File: src/rtl/fft_frame_sched_pkg.sv
// fft_sched_pkg: shared types and constants for the FFT frame scheduler.
//   sched_state_e : scheduler FSM states (IDLE, CFG, DATA)
//   CFG_DIR_BIT   : position of the direction bit inside the core config word
//   CFG_FWD/INV   : direction encodings (1 = forward, 0 = inverse)
//   cfg_word()    : builds the 8-bit config word for a given direction
package fft_sched_pkg;

  typedef enum logic [1:0] {
    IDLE = 2'd0,
    CFG  = 2'd1,
    DATA = 2'd2
  } sched_state_e;

  localparam int   CFG_DIR_BIT = 0;
  localparam logic CFG_FWD     = 1'b1;
  localparam logic CFG_INV     = 1'b0;

  // Config word: only the direction bit is populated, all other bits zero.
  function automatic logic [7:0] cfg_word(input logic dir);
    logic [7:0] w;
    w              = 8'h00;
    w[CFG_DIR_BIT] = dir;
    return w;
  endfunction

endpackage

File: src/rtl/fft_frame_sched_tag_fifo.sv
// tag_fifo: 1-bit wide, DEPTH-deep synchronous FIFO holding the requester ID
// of every frame handed to the FFT core and not yet fully returned.
//   clk, rst        : clock, synchronous active-high reset (empties the FIFO)
//   push, push_data : write a tag (ignored when full)
//   pop             : drop the head tag (ignored when empty)
//   head, head_vld  : current head tag, valid while the FIFO is non-empty
//   full, empty     : occupancy flags
//   count           : occupancy, 0..DEPTH
module tag_fifo #(
  parameter int DEPTH = 4
) (
  input  logic                   clk,
  input  logic                   rst,
  input  logic                   push,
  input  logic                   push_data,
  input  logic                   pop,
  output logic                   head,
  output logic                   head_vld,
  output logic                   full,
  output logic                   empty,
  output logic [$clog2(DEPTH):0] count
);

  localparam int AW = $clog2(DEPTH);
  localparam int CW = AW + 1;

  logic          mem_r [DEPTH];
  logic [AW-1:0] wr_ptr_r;
  logic [AW-1:0] rd_ptr_r;
  logic [CW-1:0] count_r;
  logic          push_ok_s;
  logic          pop_ok_s;

  assign full      = (count_r == CW'(DEPTH));
  assign empty     = (count_r == {CW{1'b0}});
  assign push_ok_s = push & ~full;
  assign pop_ok_s  = pop & ~empty;
  assign head      = mem_r[rd_ptr_r];
  assign head_vld  = ~empty;
  assign count     = count_r;

  // Storage, pointers (wrap naturally, DEPTH is a power of 2) and occupancy.
  always_ff @(posedge clk) begin
    if (rst) begin
      wr_ptr_r <= {AW{1'b0}};
      rd_ptr_r <= {AW{1'b0}};
      count_r  <= {CW{1'b0}};
      for (int i = 0; i < DEPTH; i++) begin
        mem_r[i] <= 1'b0;
      end
    end else begin
      if (push_ok_s) begin
        mem_r[wr_ptr_r] <= push_data;
        wr_ptr_r        <= wr_ptr_r + AW'(1);
      end
      if (pop_ok_s) begin
        rd_ptr_r <= rd_ptr_r + AW'(1);
      end
      case ({push_ok_s, pop_ok_s})
        2'b10:   count_r <= count_r + CW'(1);
        2'b01:   count_r <= count_r - CW'(1);
        default: count_r <= count_r;
      endcase
    end
  end

endmodule

File: src/rtl/fft_frame_sched.sv
// fft_frame_sched: shares one streaming FFT core between two requesters.
// Whole frames are granted round-robin; a config word is sent to the core
// only when the transform direction differs from the one last configured.
// Each forwarded frame's requester ID is queued so results can be attributed.
//   s0_*/s1_*           : requester AXI-S inputs plus per-frame direction
//   cfg_*               : core config channel (registered)
//   c_*                 : core data-in channel (combinational pass-through)
//   res_hs/res_tlast    : observed result handshake from the core
//   res_tid/res_tid_vld : requester of the frame now leaving the core
//   inflight            : frames granted but not fully returned
//   err_len/err_tag     : one-cycle error pulses (registered)
module fft_frame_sched
  import fft_sched_pkg::*;
#(
  parameter int DATA_W    = 32,
  parameter int FRAME_LEN = 1024,
  parameter int TAG_DEPTH = 4
) (
  input  logic                         clk,
  input  logic                         rst,
  input  logic [DATA_W-1:0]            s0_tdata,
  input  logic                         s0_tvalid,
  output logic                         s0_tready,
  input  logic                         s0_tlast,
  input  logic                         s0_dir,
  input  logic [DATA_W-1:0]            s1_tdata,
  input  logic                         s1_tvalid,
  output logic                         s1_tready,
  input  logic                         s1_tlast,
  input  logic                         s1_dir,
  output logic [7:0]                   cfg_tdata,
  output logic                         cfg_tvalid,
  input  logic                         cfg_tready,
  output logic [DATA_W-1:0]            c_tdata,
  output logic                         c_tvalid,
  input  logic                         c_tready,
  output logic                         c_tlast,
  input  logic                         res_hs,
  input  logic                         res_tlast,
  output logic                         res_tid,
  output logic                         res_tid_vld,
  output logic [$clog2(TAG_DEPTH):0]   inflight,
  output logic                         err_len,
  output logic                         err_tag
);

  localparam int CW = $clog2(FRAME_LEN);

  sched_state_e  state_r;
  logic          gnt_r;
  logic          dir_r;
  logic          cur_dir_r;
  logic          cfg_known_r;
  logic          last_r;
  logic [CW-1:0] cnt_r;
  logic          cfg_tvalid_r;
  logic [7:0]    cfg_tdata_r;
  logic          err_len_r;
  logic          err_tag_r;

  logic [DATA_W-1:0] g_tdata_s;
  logic              g_tvalid_s;
  logic              g_tlast_s;
  logic              in_data_s;
  logic              beat_s;
  logic              at_end_s;
  logic              frame_end_s;
  logic              pick_s;
  logic              pick_dir_s;
  logic              can_grant_s;
  logic              res_pop_s;
  logic              fifo_full_s;
  logic              fifo_empty_s;

  // Granted-source mux and the DATA-state pass-through to the core.
  always_comb begin
    g_tdata_s  = s0_tdata;
    g_tvalid_s = s0_tvalid;
    g_tlast_s  = s0_tlast;
    if (gnt_r) begin
      g_tdata_s  = s1_tdata;
      g_tvalid_s = s1_tvalid;
      g_tlast_s  = s1_tlast;
    end else begin
      g_tdata_s  = s0_tdata;
      g_tvalid_s = s0_tvalid;
      g_tlast_s  = s0_tlast;
    end
  end

  assign in_data_s   = (state_r == DATA);
  assign at_end_s    = (cnt_r == CW'(FRAME_LEN - 1));
  assign c_tdata     = g_tdata_s;
  assign c_tvalid    = in_data_s & g_tvalid_s;
  assign c_tlast     = in_data_s & (g_tlast_s | at_end_s);
  assign s0_tready   = in_data_s & ~gnt_r & c_tready;
  assign s1_tready   = in_data_s &  gnt_r & c_tready;
  assign beat_s      = c_tvalid & c_tready;
  assign frame_end_s = beat_s & (g_tlast_s | at_end_s);
  assign res_pop_s   = res_hs & res_tlast;
  assign can_grant_s = ~fifo_full_s & (s0_tvalid | s1_tvalid);

  // Round-robin pick: on contention serve the requester not served last.
  always_comb begin
    pick_s = 1'b0;
    if (s0_tvalid && s1_tvalid) begin
      pick_s = ~last_r;
    end else if (s1_tvalid) begin
      pick_s = 1'b1;
    end else begin
      pick_s = 1'b0;
    end
    pick_dir_s = pick_s ? s1_dir : s0_dir;
  end

  // Scheduler FSM: grant, optional reconfiguration, frame forwarding.
  always_ff @(posedge clk) begin
    if (rst) begin
      state_r      <= IDLE;
      gnt_r        <= 1'b0;
      dir_r        <= 1'b0;
      cur_dir_r    <= 1'b0;
      cfg_known_r  <= 1'b0;
      last_r       <= 1'b1;
      cnt_r        <= {CW{1'b0}};
      cfg_tvalid_r <= 1'b0;
      cfg_tdata_r  <= 8'h00;
    end else begin
      case (state_r)
        IDLE: begin
          if (can_grant_s) begin
            gnt_r  <= pick_s;
            last_r <= pick_s;
            dir_r  <= pick_dir_s;
            if (!cfg_known_r || (pick_dir_s != cur_dir_r)) begin
              state_r      <= CFG;
              cfg_tvalid_r <= 1'b1;
              cfg_tdata_r  <= cfg_word(pick_dir_s);
            end else begin
              state_r <= DATA;
            end
          end
        end
        CFG: begin
          // Word held stable until the core takes it.
          if (cfg_tready) begin
            cur_dir_r    <= dir_r;
            cfg_known_r  <= 1'b1;
            cfg_tvalid_r <= 1'b0;
            cfg_tdata_r  <= 8'h00;
            state_r      <= DATA;
          end
        end
        DATA: begin
          if (frame_end_s) begin
            cnt_r   <= {CW{1'b0}};
            state_r <= IDLE;
          end else if (beat_s) begin
            cnt_r <= cnt_r + CW'(1);
          end
        end
        default: begin
          state_r <= IDLE;
        end
      endcase
    end
  end

  // Error pulses: length mismatch on a closing beat, result tlast with no tag.
  always_ff @(posedge clk) begin
    if (rst) begin
      err_len_r <= 1'b0;
      err_tag_r <= 1'b0;
    end else begin
      err_len_r <= frame_end_s & (g_tlast_s != at_end_s);
      err_tag_r <= res_pop_s & fifo_empty_s;
    end
  end

  assign cfg_tvalid = cfg_tvalid_r;
  assign cfg_tdata  = cfg_tdata_r;
  assign err_len    = err_len_r;
  assign err_tag    = err_tag_r;

  tag_fifo #(
    .DEPTH(TAG_DEPTH)
  ) u_tag_fifo (
    .clk      (clk),
    .rst      (rst),
    .push     (frame_end_s),
    .push_data(gnt_r),
    .pop      (res_pop_s),
    .head     (res_tid),
    .head_vld (res_tid_vld),
    .full     (fifo_full_s),
    .empty    (fifo_empty_s),
    .count    (inflight)
  );

endmodule

File: config.mk
export PLATFORM = sky130hd
export DESIGN_NAME = fft_frame_sched
export DESIGN_NICKNAME = d
export VERILOG_FILES = /design/src/rtl/fft_frame_sched_pkg.sv /design/src/rtl/fft_frame_sched_tag_fifo.sv /design/src/rtl/fft_frame_sched.sv
export SDC_FILE = /design/constraint.sdc
export NUM_CORES = 1
export LEC_CHECK = 0
export BUFFER_PORTS_ARGS = -buffer_cell sky130_fd_sc_hd__buf_4
export CORE_UTILIZATION = 43
export DETAILED_ROUTE_END_ITERATION = 16
export MAX_ROUTING_LAYER = met4
export PLACE_DENSITY_LB_ADDON = 0.12
export SLEW_MARGIN = 25
export SYNTH_ARGS = -nofsm -noshare
export SYNTH_HDL_FRONTEND = slang
export SYNTH_SLANG_ARGS = --single-unit
File: constraint.sdc
create_clock -name clk -period 4 [get_ports clk]
set_input_delay 0.8 -clock clk [delete_from_list [all_inputs] [get_ports clk]]
set_output_delay 0.8 -clock clk [all_outputs]
set_load 0.02 [all_outputs]
=== After elaboration in Yosys (flattened, before gate mapping) ===
Memories as Yosys holds them, arrays and structs flattened. A register that Yosys moved wholly into a read port is not among the register bits.
Index checks and enable logic that the tools add are counted.

* Bitwise operators: 20
* Reduce and logical (&&, ||, !) cells: 14
* Add/sub/neg operators: 5
* Mux-type cells: 32
* Eq/ne operators: 12

{| class="wikitable"
|+ Operators by type and width
! cell !! count
|-
| 32-bit two-way mux || 1
|-
| 8-bit two-way mux || 3
|-
| 10-bit two-way mux || 2
|-
| 8-bit one-hot mux with 2 select lines || 1
|-
| 1-bit two-way mux || 15
|-
| 1-bit AND || 14
|-
| 2-bit two-way mux || 7
|-
| 10-bit by 1-bit adder with 10-bit output, second input constant || 1
|-
| 10-bit equality test, second input constant || 1
|-
| 2-bit != test, second input constant || 3
|-
| 2-bit one-hot mux with 3 select lines || 1
|-
| 3-bit one-hot mux with 2 select lines || 1
|-
| 2-bit AND reduction || 3
|-
| 2-bit nonzero test || 3
|-
| 2-bit by 1-bit adder with 2-bit output, second input constant || 2
|-
| 2-bit by 1-bit equality test with 1-bit output, second input constant || 2
|-
| 2-bit equality test, second input constant || 2
|-
| 1-bit NOT || 4
|-
| 4-bit AND reduction || 1
|-
| 3-bit by 1-bit adder with 3-bit output, second input constant || 1
|-
| 3-bit equality test, second input constant || 1
|-
| 3-bit logical NOT || 1
|-
| 3-bit AND reduction || 1
|-
| 3-bit by 1-bit subtractor with 3-bit output, second input constant || 1
|-
| other kinds (9) || 11
|}

* Output and inout bits: 52
* RAM bits: 4
* Logic and storage cells: 98
* Memories: 1
* Register bits: 35

{| class="wikitable"
|+ Memory list
! memory !! depth !! width !! read ports !! clocked after memory_dff !! write ports !! RTL line !! RTL
|-
| u_tag_fifo.mem_r || 4 || 1 || 1 || 1 || 4 || fft_frame_sched_tag_fifo.sv:27 || <nowiki>logic mem_r [DEPTH];</nowiki>
|}

=== Longest topological paths before layout ===
Gate-level depths: netlist (run 1).

* Depth in word-level cells: 10
* Depth in mapped cells: 12

=== Modules after synthesis ===
From an unflattened synthesis (run 1), not the netlist that was laid out.

* Cells, all modules: 224
* Area total of the unflattened synthesis: 2,115.8 sq um

{| class="wikitable"
|+ By module, submodules not included
! module !! area each (sq um) !! sequential area each (sq um) !! times used !! cells each
|-
| fft_frame_sched || 1,490.2 || 420.4 || 1 || 162
|-
| tag_fifo || 625.6 || 300.3 || 1 || 62
|}

=== Least setup slack after synthesis (run 1) ===
No wires, ideal clock.

* Kind: register to register
* Start: register gnt_r
* End: register u_tag_fifo.count_r[2], in the netlist u_tag_fifo.count[2]
* Arrival: 2,759 ps
* Cell stages (with the launch flop): 13
* Setup slack: 1,170 ps
* Required time: 3,929 ps
* Library setup time: 71 ps
* Path through: dfxtp_1 > buf_1 > buf_2 > mux2i_1 > ha_1 > a2111oi_4 > inv_2 > ha_1 > inv_1 > fa_1 > xor2_1 > or3_1 > a21oi_1

* Cells in the longest elaborated chain, start to end: 7
* Elaborated cells on any way between the ends: 11

{| class="wikitable"
|+ RTL lines
! element !! RTL line !! RTL
|-
| start: declaration || fft_frame_sched.sv:50 || <nowiki>logic gnt_r;</nowiki>
|-
| start signal: assignment || fft_frame_sched.sv:132 || <nowiki>gnt_r <= pick_s;</nowiki>
|-
| 1-bit two-way mux || fft_frame_sched.sv:80 || <nowiki>if (gnt_r) begin</nowiki>
|-
| 1-bit AND || fft_frame_sched.sv:94 || <nowiki>assign c_tvalid = in_data_s & g_tvalid_s;</nowiki>
|-
| 1-bit AND || fft_frame_sched.sv:98 || <nowiki>assign beat_s = c_tvalid & c_tready;</nowiki>
|-
| 1-bit AND * || fft_frame_sched.sv:99 || <nowiki>assign frame_end_s = beat_s & (g_tlast_s | at_end_s);</nowiki>
|-
| 1-bit AND * || fft_frame_sched_tag_fifo.sv:36 || <nowiki>assign push_ok_s = push & ~full;</nowiki>
|-
| 2-bit by 1-bit equality test with 1-bit output / 2-bit equality test (equally long branches) || fft_frame_sched_tag_fifo.sv:59 || <nowiki>case ({push_ok_s, pop_ok_s})</nowiki>
|-
| 3-bit one-hot mux with 2 select lines / 2-bit nonzero test (equally long branches) || - ||
|-
| end signal: assignment || fft_frame_sched_tag_fifo.sv:60 || <nowiki>2'b10: count_r <= count_r + CW'(1);</nowiki>
|-
| end signal: assignment || fft_frame_sched_tag_fifo.sv:61 || <nowiki>2'b01: count_r <= count_r - CW'(1);</nowiki>
|-
| end signal: assignment || fft_frame_sched_tag_fifo.sv:62 || <nowiki>default: count_r <= count_r;</nowiki>
|-
| end: declaration || fft_frame_sched_tag_fifo.sv:30 || <nowiki>logic [CW-1:0] count_r;</nowiki>
|}

Mark *: on every way between the ends. The rest lies on a longest branch, timed or not.
A chain may end at the register's enable or synchronous reset.

=== Final worst setup path (run 1) ===
* Start: register cnt_r[3]
* End: register u_tag_fifo.count_r[2], in the netlist u_tag_fifo.count[2]

* Cells in the longest elaborated chain, start to end: 6
* Elaborated cells on any way between the ends: 8

{| class="wikitable"
|+ RTL lines
! element !! RTL line !! RTL
|-
| start: declaration || fft_frame_sched.sv:55 || <nowiki>logic [CW-1:0] cnt_r;</nowiki>
|-
| start signal: assignment || fft_frame_sched.sv:125 || <nowiki>cnt_r <= {CW{1'b0}};</nowiki>
|-
| start signal: assignment || fft_frame_sched.sv:156 || <nowiki>cnt_r <= {CW{1'b0}};</nowiki>
|-
| start signal: assignment || fft_frame_sched.sv:159 || <nowiki>cnt_r <= cnt_r + CW'(1);</nowiki>
|-
| 10-bit equality test * || fft_frame_sched.sv:92 || <nowiki>assign at_end_s = (cnt_r == CW'(FRAME_LEN - 1));</nowiki>
|-
| 1-bit bitwise OR * || fft_frame_sched.sv:99 ||
|-
| 1-bit AND * || fft_frame_sched.sv:99 ||
|-
| 1-bit AND * || fft_frame_sched_tag_fifo.sv:36 ||
|-
| 2-bit by 1-bit equality test with 1-bit output / 2-bit equality test (equally long branches) || fft_frame_sched_tag_fifo.sv:59 ||
|-
| 3-bit one-hot mux with 2 select lines / 2-bit nonzero test (equally long branches) || - ||
|}

Marks and branches as above.

==> impl_results.md, run 1 <==
- Status: finished, violations left
- Failing checks: design-rule violations
- Die area: 0.00498 mm²
- Worst Path Required: about 4.2 ns
- Vias/cell: between 4 and 5
- Crit path buf inv count: 2
- Final hold viol count: 0
- Sequential cell area: just over 700 µm²
- Reg power frac: 0.383
- Clock buffer count from CTS: 5
- Most used cell, CP: ha_1
- Pin count of the biggest net entering global routing: 22
- Delay-heaviest family, CP: simple AND/OR/NAND/NOR gates
- Lkg Pwr: 1.34 nW
- Worst-path clk slew: 0.07 ns
- Slew HR: 0.685
- Psw: about 0.00028 W
- CP endpoint kind: register
- Worst skew pair latency: 0.28 ns
- RSZ-0062 raised after global routing: no
- Post-cts sizing count: 0
- Gate power share: 0.311
- Predominant post-synthesis flop cell: dfxtp_1
- Synth Area per Inst: between 9 and 10 µm²
- Peak VDD IR: roughly 0.16 mV
- Port Buf Inserts: 120
- Post-CTS Hold Buffers: 0
- GRT overflow: 0
- DRC: 4
- Initial core utilization: 0.455
- DRT Wirelength: around 5.2 mm
- Die width: around 71 µm
- Root Buffer: clkbuf_8
- Crit-path max FO: 6
- Worst clock skew: 0.00541 ns
- FP Rows: 24
- Arr. time, crit path: between 3 and 4 ns
- Mapped Area: 0.00202 mm²
- Setup CP Type: reg -> reg
- Hold WC Path Type: reg -> reg
- Vias in the first global route: 1922
- Synth Register Bits: 34
- WL/cell: between 10 and 15 µm
- Synth cell types: 50
- Least-Margin Pin Slew: roughly 0.46 ns
- Max stage delay cell, worst path: dfxtp_1
- Fillers: ~350
- Pre-Repair DR Iteration Count: 10
- Post-synth EDFFs: 4
- Crit path launch type: register
- Slew Viols, Final: 0
- Cell Int Power: between 0.0006 and 0.0007 W
- Highest clock rate: around 0.36 GHz
- Clock Tree Buf Depth: 2
- Die height: between 70 and 80 µm
- Ports: ~130
- Final min period: approximately 2.8 ns
- Final period utilization: 0.701
- First-pass GRT wire length: 8.62 mm
- Commonest non-fill, non-tap cell in the layout: buf_4
- Final #Nets: between 400 and 500
- Fin Setup TNS: 0 ns
- Diodes inserted: 0
- Cells after Synth: about 220
- Post-route ant nets: 0
- CTS tree: built
- Initial antenna violation count: 0
- Sequential share of the synthesized area: 0.356
- Slowest cell delay on critical path: 0.40 ns
- Pre-CTS setup slack: between 1 and 1.5 ns
- YS warnings: 0
- First DRT Iteration DRCs: 93
- Layout cells sized above 1: 0.513
- # Post-CTS Setup Buffers: 0
- Clock Power Share: 0.306
- GR Util All Layers: 0.223
- Maxcap violations: 0
- Most frequent cells in the layout: buf_4 (122), mux2_2 (32), nor2_1 (32), dfxtp_1 (30), nand2_1 (18)
- Power per cell area: 319 mW/mm²
- Routed vias: approximately 1900
- Core ar.: roughly 0.0044 mm²
- Ys async rst share: 0
- RePlAce Congestion: between 0.8 and 0.9
- CP cell instances: and4_1 > and3_1 > nand4_1 > ha_1 > a2111oi_4 > inv_2 > ha_1 > inv_1 > fa_1 > xor2_1 > or3_1 > a21oi_1
- Net Sw Frac: 0.284
- Multi-input gate area: ~0.0012 mm²
- Final setup vio count: 0
- H-tree levels: 2
- PnR worst setup slack: between 1 and 1.5 ns
- HPWL Detailed: roughly 4.2 mm
- Area Growth Syn to Fin: 50.4%
- Clk sinks: 34
power groups by stage:
stage | clock [W] | sequential [W] | combinational, W
3_3_place_gp | 0 | 0.000378 | 0.000299
6_report | 0.000297 | 0.000371 | 0.000302
5_1_grt | 0.000315 | 0.000373 | 0.000323
4_1_cts | 0.000303 | 0.000371 | 0.000303
2_1_floorplan | 0 | 0.000382 | 0.000170
3_5_place_dp | 0 | 0.000379 | 0.000302
sequential cells by signal, indices dropped and copies added (netlist names), named ones only:
signal               count
last_r                   1
cfg_tdata                1
u_tag_fifo.rd_ptr_r      2
cfg_known_r              1
gnt_r                    1
u_tag_fifo.count         3
cnt_r                   10
u_tag_fifo.mem_r         4
u_tag_fifo.wr_ptr_r      2
state_r                  2
err_tag                  1
cfg_tvalid               1
err_len                  1
dir_r                    1
cur_dir_r                1
synth_stat cells (3+ instances only):
master    number  area, µm²
nor3_1         5       25.0
ha_1           3       37.5
buf_2          3       15.0
mux2_2        32        360
nand2_1       18       67.6
dfxtp_1       30        601
xnor2_1        5       43.8
and3_1         4       25.0
mux2i_1        3       30.0
xor2_1         9       78.8
buf_4          7       52.6
or3_1          3       18.8
buf_1          3       11.3
inv_1          5       18.8
edfxtp_1       4        120
nor2_1        32        120
a21oi_1        8       40.0
nand3_1        5       25.0
cell families after synthesis:
family                   Yosys count  synth area share
buffers and inverters             22            0.0557
AO/OA/AOI/OAI                     23            0.0904
adder cells (fa/ha/maj)            4            0.0285
other                              1           0.00185
multiplexers                      37             0.211
flip-flops                        34             0.356
XOR/XNOR                          14            0.0606
AND/OR/NAND/NOR                   82             0.196
worst paths after layout:
check	start	to	slack, ns	cells after the start
hold / removal	cfg_tvalid	cfg_tvalid	0.46	2
hold reg to reg	cfg_tvalid	cfg_tvalid	0.46	2
setup reg to reg	cnt_r[3]	u_tag_fifo.count[2]	1.19	12
setup / recovery	cnt_r[3]	u_tag_fifo.count[2]	1.19	12
worst register-to-register path: cells and delay by family (launching register included):
family	cells	cell delay, ns
adders and majority gates	3	0.70
xor gates and xnor gates	1	0.07
buffers and inverters	2	0.19
and+or+nand+nor	4	0.85
AOI/OAI and AO/OA	2	0.52
DFF	1	0.40
final cells by class:
type | count | area share
Inverter | 7 | 0.00864
Multi-Input combinational cell | 167 | 0.398
Timing Repair Buffer | 122 | 0.301
Sequential cell | 34 | 0.237
Clock inverter | 2 | 0.0111
Tap cell | 52 | 0.0214
Clock buffer | 5 | 0.0226
per-stage QoR:
step           total power, W  hold slack, ns  area [µm²]  utilization  instances
3_3_place_gp         0.000677           0.447        2940        0.661        382
4_1_cts              0.000978           0.461        3040        0.684        389
2_1_floorplan        0.000552           0.444        2040            -        223
5_1_grt               0.00101           0.480        3040        0.684        389
6_report             0.000970           0.460        3040        0.684        389
3_5_place_dp         0.000681           0.453        2940        0.661        382
layer usage:
layer	wire length, µm	part of all wire	track usage
met5	0	0	-
met4	83	0.016	0.0711
met3	247	0.047	0.0499
met2	2620	0.50	0.358
met1	2250	0.43	0.279
Power figures use the tool's default switching activity.
==> run 2, diff against run 1 <==
clock period = 2.75 ns   (was 4 ns; I/O delays follow)
==> run 2 against run 1 <==
  * First-iteration DRC count increased by 12%
  * Critical path type unchanged
  * Worst hold slack improved by 0.011 ns
  * Core utilization shrank 0.11 points
  * Non-clock buffer count grew 1
  * The run now ends clean
  * Routed wire length increased by 3.6%
==> impl_results.md, run 2 (synthesis gave the netlist of run 1 again) <==
- Final hold viol count: 0 (unchanged)
- Core ar.: 0.00444 mm² (unchanged)
- Largest Register: cnt_r
- Reg power frac: 0.409 (+0.026)
- Initial antenna violation count: 0 (unchanged)
- Number of flip-flops in the largest register: 10 (unchanged)
- Cell Area, Placed: 0.00295 mm² (+0.26%)
- RePlAce Congestion: 0.815 (-1.3%)
- Die width: 70.6 µm (unchanged)
- Status: finished, final reports clean
- Most used cell, CP: ha_1
- Pre-Repair DR Iteration Count: 4 (-6)
- Final setup vio count: 0 (unchanged)
- Crit-path max FO: 4 (-2)
- M1 WL: 2.30 mm (+1.8%)
- Worst clock skew: 0.00726 ns (+0.00185 ns)
- DRC: 0 (-4)
- Final min period: 2.54 ns (-0.261 ns)
- Post-Place Cells: 383 (+0.26%)
- Slew Viols, Final: 0 (unchanged)
- WL/cell: 13.8 µm (+3.1%)
- DRT Wirelength: 5.39 mm (+3.6%)
- Worst skew pair latency: 0.28 ns (about the same)
- FP Rows: 24 (unchanged)
- GR Util All Layers: 0.224 (+0.00170)
- Die height: 70.6 µm (unchanged)
- Peak VDD IR: 0.308 mV (+92%)
- Hold WC Path Type: reg -> reg
- Clk sinks: 34 (unchanged)
- Post-route ant nets: 0 (unchanged)
- First DRT Iteration DRCs: 104 (+12%)
- Worst Path Required: 2.97 ns (-1.24 ns)
- # Post-CTS Setup Buffers: 0 (unchanged)
- CP cell instances: and4_4 > and3_1 > nand4_1 > ha_1 > a2111oi_4 > inv_2 > ha_1 > inv_1 > fa_1 > xor2_1 > or3_1 > a21oi_1
- Pin count of the biggest net entering global routing: 33 (+50%)
- Finished Layout Cells: 391 (+0.51%)
- Gate power share: 0.328 (+0.017)
- Commonest non-fill, non-tap cell in the layout: buf_4
- Maxcap violations: 0 (unchanged)
- RSZ-0062 raised after global routing: no
- Final period utilization: 0.925 (+0.224)
- Vias in the first global route: 1975 (+2.8%)
- Cell Int Power: 0.000921 W (+33%)
- HPWL Detailed: 4.33 mm (+2.1%)
- Met2 WL post-DR: 2.74 mm (+4.7%)
- CTS tree: built
- Final #Nets: 418 (+0.24%)
- Diodes inserted: 0 (unchanged)
- Port Buf Inserts: 120 (unchanged)
- H-tree levels: 2 (unchanged)
- Ports: 128 (unchanged)
- Final Cell Area: 0.00304 mm² (-0.16%)
- Root Buffer: clkbuf_8
- Worst-path clk slew: 0.07 ns (about the same)
- Arr. time, crit path: 2.76 ns (-0.25 ns)
- Most frequent cells in the layout: buf_4 (123), mux2_2 (32), nor2_1 (32), dfxtp_1 (28), nand2_1 (18)
- Layout cells sized above 1: 0.525 (+0.0117)
- Setup CP Type: reg -> reg
- Highest routed layer: met4
- Power per cell area: 437 mW/mm² (+37%)
- Fin Setup TNS: 0 ns (unchanged)
- Max stage delay cell, worst path: dfxtp_1
- Psw: 0.000406 W (+47%)
- CP endpoint kind: register
- Clock Tree Buf Depth: 2 (unchanged)
- GRT overflow: 0 (unchanged)
- Slowest cell delay on critical path: 0.37 ns (-0.03 ns)
- Highest clock rate: 0.393 GHz (+10%)
- Vias/cell: 5.03 (+1.1%)
- Routed vias: 1968 (+1.7%)
- Clock Power Share: 0.263 (-0.043)
- Net Sw Frac: 0.306 (+0.0219)
- Crit path launch type: register
- Area Growth Syn to Fin: 50.2%
- Clock buffer count from CTS: 5 (unchanged)
- Lkg Pwr: 1.33 nW (-0.25%)
- Initial core utilization: 0.455 (unchanged)
- Die area: 0.00498 mm² (unchanged)
- Met3 wire len: 263 µm (+6.5%)
- First-pass GRT wire length: 8.54 mm (-0.88%)
[run 2: cell count changes in the layout (fill, tap and decap cells not counted), sizes merged]
cell	change
buf	+1
bufinv	-1
clkinv	+1
clkinvlp	+1
[run 2: path summary, 6_finish.rpt]
check,from,end,slack (ns),cells past startpoint
setup / recovery,cnt_r[5],u_tag_fifo.count[2],0.21,12
hold / removal,cfg_tvalid,cfg_tvalid,0.47,2
setup reg to reg,cnt_r[5],u_tag_fifo.count[2],0.21,12
hold reg to reg,cfg_tvalid,cfg_tvalid,0.47,2
[run 2: cell type report]
class | instances | area, µm²
Multi-Input combinational cell | 167 | 1210
Timing Repair Buffer | 123 | 923
Fill cell | 379 | 1410
Clock inverter | 3 | 16.3
Sequential cell | 34 | 723
Tap cell | 52 | 65.1
Inverter | 7 | 26.3
Clock buffer | 5 | 68.8
[run 2: power groups by stage]
stage,registers [W],logic (W),clock network (W)
final,0.000543,0.000435,0.000349
after global routing,0.000547,0.000466,0.000386
after CTS,0.000543,0.000437,0.000364
after detailed placement,0.000554,0.000436,0
after global placement,0.000554,0.000431,0
after floorplan,0.000556,0.000248,0
[run 2: repair_timing]
action | 4_1_cts | 5_1_grt
gates resized for setup | 0 | 3
hold buffers | 0 | 0
hold endpoints to repair | 0 | 0
endpoints found under the setup margin | 0 | 1
[run 2: stage by stage]
step / util / setup slack (ns) / power [W] / hold WS [ns]
detailed placement: 0.663 / 0.205 / 0.000990 / 0.460
finish: 0.683 / 0.206 / 0.00133 / 0.471
global placement: 0.663 / 0.252 / 0.000985 / 0.447
global route: 0.683 / 0.0134 / 0.00140 / 0.504
CTS: 0.682 / 0.167 / 0.00134 / 0.473
floorplan: - / 0.0733 / 0.000804 / 0.444
[run 2: worst max-delay path: cells and delay by family, from the launching register on]
kind / cells / cell delay, ns
AND/OR/NAND/NOR: 4 / 0.83
buffers and inverters: 2 / 0.18
AO/OA/AOI/OAI: 2 / 0.38
adder cells (fa/ha/maj): 3 / 0.64
flip-flops: 1 / 0.37
XOR/XNOR: 1 / 0.07
[run 2: layer usage]
metal  track usage  vias to the layer above
met4        0.0667                        0
met5             -                        -
met3        0.0513                       11
met1         0.267                      899
li1              -                      983
met2         0.380                       75
